<file path="src/rtl/gate_selftest_ctrl.sv">
`default_nettype none
// ============================================================================
//  Module      : gate_selftest_ctrl
//  Description : Built-in self-test controller for a 2-input XNOR gate.
//                Applies four exhaustive vectors followed by LFSR-derived
//                vectors, compares the gate output against ~(a ^ b), and
//                keeps mismatch statistics for the last run.
//  Revision    : 1.0 - initial release
// ============================================================================
module gate_selftest_ctrl #(
    parameter int unsigned CNT_W     = 16,
    parameter logic [15:0] LFSR_SEED = 16'hACE1
) (
    input  logic             clk,
    input  logic             areset,
    input  logic             start,
    input  logic             abort,
    input  logic [CNT_W-1:0] num_vecs,
    output logic             dut_a,
    output logic             dut_b,
    input  logic             dut_dout,
    output logic             busy,
    output logic             done,
    output logic             pass,
    output logic [CNT_W-1:0] err_count,
    output logic [CNT_W-1:0] first_err_idx,
    output logic [CNT_W-1:0] vec_count
);

    typedef enum logic [1:0] {
        S_IDLE = 2'd0,
        S_RUN  = 2'd1,
        S_DONE = 2'd2
    } state_t;

    state_t           state_q;
    logic [CNT_W-1:0] num_q;
    logic [CNT_W-1:0] err_q;
    logic [CNT_W-1:0] first_q;
    logic [CNT_W-1:0] cnt_q;
    logic [15:0]      lfsr_q;
    logic             a_q;
    logic             b_q;
    logic             busy_q;
    logic             done_q;
    logic             pass_q;

    // Next LFSR value: Fibonacci, taps 16,14,13,11, shifting toward bit 0
    logic [15:0]      lfsr_d;
    assign lfsr_d = {lfsr_q[0] ^ lfsr_q[2] ^ lfsr_q[3] ^ lfsr_q[5], lfsr_q[15:1]};

    // cnt_q doubles as the index of the vector currently on the gate inputs
    logic [CNT_W-1:0] idx_nxt_d;
    logic             mismatch_d;
    logic             last_d;
    logic [CNT_W-1:0] err_inc_d;

    assign idx_nxt_d  = cnt_q + CNT_W'(1);
    assign mismatch_d = (dut_dout != ~(a_q ^ b_q));
    assign last_d     = (idx_nxt_d == num_q);
    assign err_inc_d  = (&err_q) ? err_q : err_q + CNT_W'(1);

    // Control FSM with registered stimulus, status and statistics
    always_ff @(posedge clk or posedge areset) begin
        if (areset) begin
            state_q <= S_IDLE;
            num_q   <= '0;
            err_q   <= '0;
            first_q <= '1;
            cnt_q   <= '0;
            lfsr_q  <= LFSR_SEED;
            a_q     <= 1'b0;
            b_q     <= 1'b0;
            busy_q  <= 1'b0;
            done_q  <= 1'b0;
            pass_q  <= 1'b0;
        end else begin
            done_q <= 1'b0;
            case (state_q)
                S_IDLE: begin
                    if (start) begin
                        num_q   <= num_vecs;
                        err_q   <= '0;
                        first_q <= '1;
                        cnt_q   <= '0;
                        lfsr_q  <= LFSR_SEED;
                        a_q     <= 1'b0;
                        b_q     <= 1'b0;
                        if (num_vecs != '0) begin
                            state_q <= S_RUN;
                            busy_q  <= 1'b1;
                            pass_q  <= 1'b0;
                        end else begin
                            // Empty run completes immediately with a clean result
                            state_q <= S_DONE;
                            done_q  <= 1'b1;
                            pass_q  <= 1'b1;
                        end
                    end
                end

                S_RUN: begin
                    if (abort) begin
                        // Cancel wins over any compare on this edge; stats frozen
                        state_q <= S_IDLE;
                        busy_q  <= 1'b0;
                        pass_q  <= 1'b0;
                        a_q     <= 1'b0;
                        b_q     <= 1'b0;
                    end else begin
                        cnt_q <= idx_nxt_d;
                        if (mismatch_d) begin
                            err_q <= err_inc_d;
                            if (err_q == '0) begin
                                first_q <= cnt_q;
                            end
                        end
                        if (last_d) begin
                            state_q <= S_DONE;
                            busy_q  <= 1'b0;
                            done_q  <= 1'b1;
                            pass_q  <= (!mismatch_d) && (err_q == '0);
                            a_q     <= 1'b0;
                            b_q     <= 1'b0;
                        end else if (idx_nxt_d < CNT_W'(4)) begin
                            a_q <= idx_nxt_d[1];
                            b_q <= idx_nxt_d[0];
                        end else begin
                            a_q    <= lfsr_q[0];
                            b_q    <= lfsr_q[1];
                            lfsr_q <= lfsr_d;
                        end
                    end
                end

                S_DONE: begin
                    state_q <= S_IDLE;
                end

                default: begin
                    state_q <= S_IDLE;
                end
            endcase
        end
    end

    assign dut_a         = a_q;
    assign dut_b         = b_q;
    assign busy          = busy_q;
    assign done          = done_q;
    assign pass          = pass_q;
    assign err_count     = err_q;
    assign first_err_idx = first_q;
    assign vec_count     = cnt_q;

endmodule
`default_nettype wire

</file>
<file path="config.mk">
export PLATFORM = sky130hd
export DESIGN_NAME = gate_selftest_ctrl
export DESIGN_NICKNAME = d
export VERILOG_FILES = /design/src/rtl/gate_selftest_ctrl.sv
export SDC_FILE = /design/constraint.sdc
export NUM_CORES = 1
export LEC_CHECK = 0
export BUFFER_PORTS_ARGS = -buffer_cell sky130_fd_sc_hd__buf_2
export CORE_AREA = 2 2 119 98
export CTS_CLUSTER_SIZE = 30
export DETAILED_ROUTE_END_ITERATION = 6
export DIE_AREA = 0 0 121 100
export GPL_ROUTABILITY_DRIVEN = 1
export HOLD_SLACK_MARGIN = 0.05
export PLACE_DENSITY = 0.72
export SLEW_MARGIN = 15
export SYNTH_ARGS = -nofsm -noshare
export SYNTH_HDL_FRONTEND = slang
export SYNTH_SLANG_ARGS = --single-unit
</file>
<file path="constraint.sdc">
create_clock -name clk -period 7.9 [get_ports clk]
set_input_delay 1.185 -clock clk [delete_from_list [all_inputs] [get_ports clk]]
set_output_delay 1.185 -clock clk [all_outputs]
set_load 0.02 [all_outputs]
</file>
* Yosys cells after proc, flatten, opt, wreduce, memory -nomap -nowiden
Index checks and enable logic that the tools add are counted.
** Word-level totals
- Register bits :: 87
- Bits of input ports :: 21
- Output and inout bits :: 53
** Operators by class
- Add/subtract/negate cells :: 2
- $lt $le $gt $ge :: 1
- Eq/ne operators :: 12
- Mux-type cells :: 45
- Bitwise gates (word level) :: 5
- Reduce and logical (&&, ||, !) cells :: 16
** Operator list (number)
- $mux W16 :: 13
- $pmux W16 S2 :: 4
- $add A16 B1 Y16 const B :: 2
- $mux W1 :: 18
- $eq A16 B16 Y1 :: 1
- $logic_not A16 Y1 :: 1
- $lt A16 B3 Y1 const B :: 1
- $ne A2 B2 Y1 const B :: 8
- $reduce_and A16 Y1 :: 1
- $reduce_bool A16 Y1 :: 1
- $reduce_and A5 Y1 :: 3
- $pmux W1 S2 :: 5
- $mux W2 :: 4
- $reduce_and A2 Y1 :: 3
- $reduce_and A3 Y1 :: 2
- $pmux W2 S2 :: 1
- $reduce_and A4 Y1 :: 1
- $xor A1 B1 Y1 :: 4
- $ne A3 B3 Y1 const B :: 1
- $eq A2 B1 Y1 const B :: 1
- $logic_not A2 Y1 :: 1
- $reduce_bool A2 Y1 :: 1
- $logic_and A1 B1 Y1 :: 1
- $logic_not A1 Y1 :: 1
- 2 further kinds :: 2

* Logic depth before layout (Yosys ltp)
Gate-level depths: netlist (run 1).
- Depth after elaboration :: 8
- Depth in mapped cells :: 11
- Mapped depth without buffers :: 9

* Worst setup path before layout (run 1)
OpenSTA, ideal clock, no wires.
- Path kind :: reg2reg
- From :: register cnt_q[1], in the netlist vec_count[1]
- To :: register lfsr_q[12]
- Setup time :: 121 ps
- Data arrival time :: 2914 ps
- Data required time :: 7779 ps
- Path slack :: 4865 ps
- Stages on the path, launching flop included :: 12
- Buffers on the path :: 2
- Clock period less this slack :: 3035 ps
- Cells stage by stage :: dfrtp_1 > ha_1 > buf_4 > nand3_2 > or2_1 > nor4_2 > a31oi_1 > or4_4 > nand2b_4 > and2_1 > buf_6 > a22o_1
** Between the ends
- Word-level cells in the longest chain between the ends :: 4
- Elaborated cells between the ends (all ways) :: 6
** Ends and longest elaborated chain
- start, declared :: line 40 : logic [CNT_W-1:0] cnt_q;
- start signal, assigned :: line 111 : cnt_q <= idx_nxt_d;
- $add A16 B1 Y16 (*) :: line 58 : assign idx_nxt_d = cnt_q + CNT_W'(1);
- $lt A16 B3 Y1 / $eq A16 B16 Y1 (equally long branches) :: line 125, 60
- $ne A2 B2 Y1 (no source line)
- $reduce_and A5 Y1 (no source line) (*)
- end signal, assigned :: line 131 : lfsr_q <= lfsr_d;
- end, declared :: line 41 : logic [15:0] lfsr_q;
Every way passes the cells marked *; elsewhere a longest branch is shown, timed or not.
A chain may end at the register's enable or synchronous reset.

* Worst setup path in the final report (run 1)
- From :: register cnt_q[2], in the netlist vec_count[2]
- To :: register lfsr_q[13]
The elaborated chain is that of the path after synthesis.

==> metrics.yaml, run 1 <==
grt:
  track_usage: 0.214
  grt_max_degree: 88
  antenna_found_initial: 0
  overflow: 0
  grt_pass1_vias: 3794
  grt_pass1_wl_mm: 20.3
sta:
  max_slew_margin: 0.252
  max_freq_mhz: 290
  fin_crit_sh: 0.437
  hold_viol: 0
  finalCriticalPeriod_ps: 3450
  setup_viol: 0
  rsz0062_at_grt: "false"
  fin_skew_ps: 4.21
  tightest_slew_ps: 1120
  finalSetupTns_ps: 0
  slew_violations: 0
clock_network:
  clkSinkCount: 87
  cts.clk_slew.worst_paths_ps: 60
  clock_path_buffers: 2
  clock_latency_ps: 350
  root_buffer: "clkbuf_16"
  ctsHoldBuffers: 0
  cts-resized-gates: 0
  cts_tree: "yes"
  numCtsBuffers: 9
  htree_levels: 3
  post_cts_buffers: 0
die:
  rows: 35
  start_util: 0.436
  die_area_um2: 12100
  design.portCount: 74
  fp.dieH_um: 100
  die_x_um: 121
  design.core.area_um2: 11100
place:
  dp_hpwl_mm: 8.96
  place.port_buffers: 73
  place_congestion: 0.942
  placed_cell_area_um2: 5250
critical_path:
  crit_fanout: 16
  worstPathArrival_ps: 3740
  required_ps: 8190
  end_kind: "register"
  start_kind: "register"
  reg2regPathDepth: 7
  crit_type: "reg2reg"
logic_synthesis:
  synth_nets: 566
  yosysSeqAreaShare: 0.457
  ys_types: 67
  synth_edf_count: 0
  netlist_area_um2: 4830
  netlist_instances: 542
  synth-main-ff-cell: "dfrtp_1"
  synth-seq-cells: 87
  yosysWarnings: 0
  async_flop_share: 1.00
  synth.avg_cell_area_um2: 8.91
min_path:
  hold_depth: 2
  hp-class: "reg2reg"
layout:
  layout-drive-gt1-share: 0.225
  layout_common_cells: "101 x nand2_1, 73 x buf_2, 63 x dfrtp_1"
  area.growth.synth_to_final_pct: 15.5
  num-nets-final: 619
  final_common_cell: "nand2_1"
  fin_area_um2: 5580
  antennaDiodeCount: 0
  fillers: 1065
job:
  cap_viol_max_count: 0
route:
  drt-total-wl_mm: 12.3
  antenna_left: 0
  vias: 4211
  drt-initial-drc-count: 416
  wl_per_cell_um: 16.5
  drc_errors: 0
  via_per_inst: 5.63
  dr.pass1.iters: 5
pwr:
  p_leak_nw: 2.56
  power_density_nw_per_um2: 271
  ir_worst_vdd_mv: 0.108
run_status:
  status: "completed"
## cells in the mapped netlist, drive strengths merged, types with 13 or more instances
cell type / instances / area [µm²]
nand2: 101 / 379
dfrtp: 63 / 1580
nor2: 57 / 214
o21ai: 49 / 245
clkbuf: 24 / 90.1
dfstp: 24 / 631
xor2: 21 / 184
nand3: 19 / 100
nand4: 16 / 113
nor4: 15 / 136
xnor2: 15 / 131
nor3: 13 / 65.1
## sequential cells by signal (all words and copies together), names as in the netlist
signal	flops
err_count	16
first_err_idx	16
lfsr_q	16
num_q	16
vec_count	16
state_q	2
busy	1
done	1
dut_a	1
dut_b	1
pass	1
## cells by family after synthesis
logic type | share of synthesized area
AO/OA/AOI/OAI | 0.155
XOR/XNOR | 0.0653
adder cells (fa/ha/maj) | 0.00777
buffers and inverters | 0.0373
flip-flops | 0.457
multiplexers | 0.00829
AND/OR/NAND/NOR | 0.269
## final timing paths
kind | to | startpoint | slack (ps)
worst max-delay path | lfsr_q[13]$_DFFE_PP1P_ | vec_count[2]$_DFFE_PP0P_ | 4450
worst min-delay path | first_err_idx[8]$_DFFE_PP1P_ | first_err_idx[8]$_DFFE_PP1P_ | 470
worst max register to register | lfsr_q[13]$_DFFE_PP1P_ | vec_count[2]$_DFFE_PP0P_ | 4450
worst min register to register | first_err_idx[8]$_DFFE_PP1P_ | first_err_idx[8]$_DFFE_PP1P_ | 470
max in group asynchronous | vec_count[5]$_DFFE_PP0P_ | areset | 6350
min in group asynchronous | err_count[12]$_DFFE_PP0P_ | areset | 1030
## per-layer routing
metal | share of wire | vias to the layer above | GRT usage
met4 | 0.0097 | 0 | 0.0564
li1 | - | 2025 | -
met2 | 0.41 | 177 | 0.277
met3 | 0.087 | 15 | 0.0631
met1 | 0.49 | 1994 | 0.340
met5 | 0 | - | 0
## worst max-delay path, stage by stage, from the launching register on
cell and delay (ps):
dfrtp_1 640, nand3_1 500, nor4_4 670, a21oi_1 190, o221a_1 290, and4bb_2 260
a311oi_2 570, o22a_1 250
## stage by stage
step / hold slack, ps / instances / setup WS [ps] / power [mW] / utilization
2_1_floorplan: 465 / 542 / 4500 / 0.932 / -
3_3_place_gp: 464 / 732 / 4320 / 1.06 / 0.474
3_5_place_dp: 471 / 732 / 4220 / 1.07 / 0.474
4_1_cts: 479 / 748 / 4500 / 1.52 / 0.502
5_1_grt: 502 / 748 / 4240 / 1.60 / 0.503
6_report: 475 / 748 / 4450 / 1.51 / 0.503
## where the power goes
part / total [mW] / switching [mW] / leakage (nW) / internal (mW)
combinational: 0.421 / 0.267 / 1.31 / 0.154
clock: 0.444 / 0.178 / 0.156 / 0.265
sequential: 0.645 / 0.0786 / 1.10 / 0.567
total: 1.51 / 0.524 / 2.56 / 0.986
## cell type report
type / count / area, µm² / share of cell area
clock inverters: 6 / 65.1 / 0.0117
multi-input cells: 413 / 2450 / 0.440
clock buffers: 10 / 250 / 0.0449
well taps: 148 / 185 / 0.0332
repair buffers: 74 / 377 / 0.0675
inverters: 10 / 38.8 / 0.00696
flip-flops and latches: 87 / 2210 / 0.396
Power figures use the tool's default switching activity.
==> run 2: changes to the inputs <==
--- a/config.mk
+++ b/config.mk
@@ -12,7 +12,7 @@
 export DIE_AREA = 0 0 121 100
 export GPL_ROUTABILITY_DRIVEN = 1
 export HOLD_SLACK_MARGIN = 0.05
-export PLACE_DENSITY = 0.72
+export PLACE_DENSITY = 0.74
 export SLEW_MARGIN = 15
 export SYNTH_ARGS = -nofsm -noshare
 export SYNTH_HDL_FRONTEND = slang
==> constraint.sdc (replaced) <==
create_clock -name clk -period 2.9 [get_ports clk]
set_input_delay 0.435 -clock clk [delete_from_list [all_inputs] [get_ports clk]]
set_output_delay 0.435 -clock clk [all_outputs]
set_load 0.02 [all_outputs]
==> run 2 against run 1 <==
Against the previous run: worst hold slack lost 180 ps; combinational power grew to 2.9 times the previous value; clock-buffer cell count grew 3; power grew to 2.8 times the previous value; clock power grew to 2.9 times the previous value; cell count grew 5.7%.
==> metrics.yaml, run 2 (synthesis gave the netlist of run 1 again) <==
layout:
  final_util: 0.542  # was 0.503
  num-nets-final: 662  # was 619
  area.growth.synth_to_final_pct: 24.4  # was 15.5%
  antennaDiodeCount: 0  # unchanged
  final_common_cell: "nand2_1"  # unchanged
  layout-drive-gt1-share: 0.291  # was 0.225
  layout_common_cells: "100 x nand2_1, 73 x buf_2, 58 x dfrtp_1"  # was 101 x nand2_1, 73 x buf_2, 63 x dfrtp_1
min_path:
  worstHoldStart: "num_vecs[10]"  # was first_err_idx[8]$_DFFE_PP1P_
  min_to: "num_q[10]$_DFFE_PP0P_"  # was first_err_idx[8]$_DFFE_PP1P_
  hp-class: "in2reg"  # was reg2reg
  hold_depth: 3  # was 2
pwr:
  p_leak_nw: 2.82  # was 2.56 nW
  power.switching_mw: 1.43  # was 0.524 mW
  p_seq_frac: 0.407  # was 0.427
  power_density_nw_per_um2: 713  # was 271 nW/µm²
  sw_frac_of_total: 0.334  # was 0.347
  p_clk_frac: 0.304  # was 0.294
  p_comb_frac: 0.290  # was 0.279
  ir_worst_vdd_mv: 0.400  # was 0.108 mV
  internal_power_mw: 2.85  # was 0.986 mW
  p_total_mw: 4.28  # was 1.51 mW
clock_network:
  cts.clk_slew.worst_paths_ps: 60  # about the same
  htree_levels: 3  # unchanged
  root_buffer: "clkbuf_16"  # unchanged
  clock_path_buffers: 2  # unchanged
  cts_tree: "yes"  # unchanged
  numCtsBuffers: 9  # unchanged
  clock_latency_ps: 350  # about the same
  clkSinkCount: 87  # unchanged
critical_path:
  end_kind: "register"  # unchanged
  rr_startpoint: "vec_count[5]$_DFFE_PP0P_"  # was vec_count[2]$_DFFE_PP0P_
  worstPathArrival_ps: 3020  # was 3740 ps
  slowest_stage: "dfrtp_1"  # was nor4_4
  rrSetupSlack_ps: 110  # was 4450 ps
  required_ps: 3130  # was 8190 ps
  worst_path_largest_cell_delay_ps: 510  # was 670 ps
  path_cells: "nand3_2, buf_4, nor4_4, a21oi_1, o221a_1, and4bb_2, a311o_2, a22o_1"  # was nand3_1, nor4_4, a21oi_1, o221a_1, and4bb_2, a311oi_2, o22a_1
  crit_fanout: 8  # was 16
  start_kind: "register"  # unchanged
  crit_type: "reg2reg"  # unchanged
  reg2regPathDepth: 8  # was 7
  r2r_end: "lfsr_q[3]$_DFFE_PP0P_"  # was lfsr_q[13]$_DFFE_PP1P_
place:
  place_congestion: 0.981  # was 0.942
  place.port_buffers: 73  # unchanged
  dp_hpwl_mm: 10.0  # was 8.96 mm
die:
  die_area_um2: 12100  # unchanged
  die_x_um: 121  # unchanged
  design.core.area_um2: 11100  # unchanged
  start_util: 0.436  # unchanged
  rows: 35  # unchanged
  fp.dieH_um: 100  # unchanged
  design.portCount: 74  # unchanged
route:
  via_per_inst: 5.55  # was 5.63
  antenna_left: 0  # unchanged
  drt-total-wl_mm: 13.5  # was 12.3 mm
  vias: 4393  # was 4211
  wl_per_cell_um: 17.0  # was 16.5 µm
  dr.pass1.iters: 5  # unchanged
  drt-initial-drc-count: 272  # was 416
  drc_errors: 0  # unchanged
sta:
  tightest_slew_ps: 1070  # was 1120 ps
  fin_skew_ps: 5.23  # was 4.21 ps
  finalCriticalPeriod_ps: 2790  # was 3450 ps
  max_slew_margin: 0.288  # was 0.252
  setup_viol: 0  # unchanged
  fin_crit_sh: 0.961  # was 0.437
  max_freq_mhz: 359  # was 290 MHz
  slew_violations: 0  # unchanged
  hold_viol: 0  # unchanged
job:
  cap_viol_max_count: 0  # unchanged
run_status:
  status: "completed"  # unchanged
grt:
  grt_pass1_vias: 4090  # was 3794
  overflow: 0  # unchanged
  grt_pass1_wl_mm: 21.5  # was 20.3 mm
  grt_max_degree: 48  # was 88
  track_usage: 0.228  # was 0.214
  antenna_found_initial: 0  # unchanged
==> run 2: changes by cell type in the layout (fill, tap and decap cells not counted), moves of 2 or more <==
cell	delta
clkbuf_16	+2
nand3_2	+2
dfrtp_1	-5
buf_4	+42
nand3_1	-2
dfrtp_2	+5
==> run 2: per-layer routing <==
layer  vias up  wire length [µm]  track usage
met1      2101              6680        0.350
li1       2106                 -            -
met3        12               992       0.0489
met4         0               119       0.0546
met5         -                 0            0
met2       174              5660        0.328
==> run 2: layout make-up <==
class / count / area [µm²]
inverters: 10 / 38.8
clock buffers: 13 / 304
well taps: 148 / 185
fillers: 988 / 5070
multi-input cells: 413 / 2510
flip-flops and latches: 87 / 2210
repair buffers: 117 / 711
clock inverters: 3 / 43.8
==> run 2: power groups by stage <==
stage | Clock, mW | Combinational [mW] | Sequential, mW
after floorplan | 0 | 0.625 | 1.93
after global placement | 0 | 1.18 | 1.75
after detailed placement | 0 | 1.21 | 1.76
after CTS | 1.33 | 1.21 | 1.75
after global routing | 1.39 | 1.37 | 1.78
final | 1.30 | 1.24 | 1.74
==> run 2: how the worst max path moves through the flow <==
| stage | start | to | cells past startpoint |
|---|---|---|---|
| global placement | vec_count[6]$_DFFE_PP0P_ | lfsr_q[6]$_DFFE_PP1P_ | 7 |
| global route | vec_count[1]$_DFFE_PP0P_ | pass$_DFFE_PP0P_ | 10 |
| finish | vec_count[5]$_DFFE_PP0P_ | lfsr_q[3]$_DFFE_PP0P_ | 8 |
| detailed placement | vec_count[1]$_DFFE_PP0P_ | lfsr_q[5]$_DFFE_PP1P_ | 9 |
| floorplan | vec_count[1]$_DFFE_PP0P_ | lfsr_q[12]$_DFFE_PP0P_ | 11 |
| CTS | vec_count[1]$_DFFE_PP0P_ | lfsr_q[5]$_DFFE_PP1P_ | 9 |
==> run 2: timing repair <==
action                     in CTS  in global routing
gates resized for setup         0                 13
setup endpoints to repair       0                 17
hold endpoints to repair       10                  0
hold buffers                    1                  0
buffers inserted                0                  2
==> run 2: worst max-delay path, delay by kind of cell (launching register included) <==
kind / cells / cell delay [ps]
DFF: 1 / 510
and+or+nand+nor: 3 / 860
buffers and inverters: 1 / 190
AOI/OAI and AO/OA: 4 / 1110
==> run 2: metrics by stage <==
stage	cell area (µm²)	instances	worst slack [ps]	hold WS (ps)	TNS, ps
6_report	6010	791	114	298	0
5_1_grt	6010	791	-3.79	305	-3.79
4_1_cts	5940	789	67.3	292	0
3_5_place_dp	5580	772	93.3	356	0
3_3_place_gp	5580	772	171	356	0
2_1_floorplan	4840	542	19.4	465	0
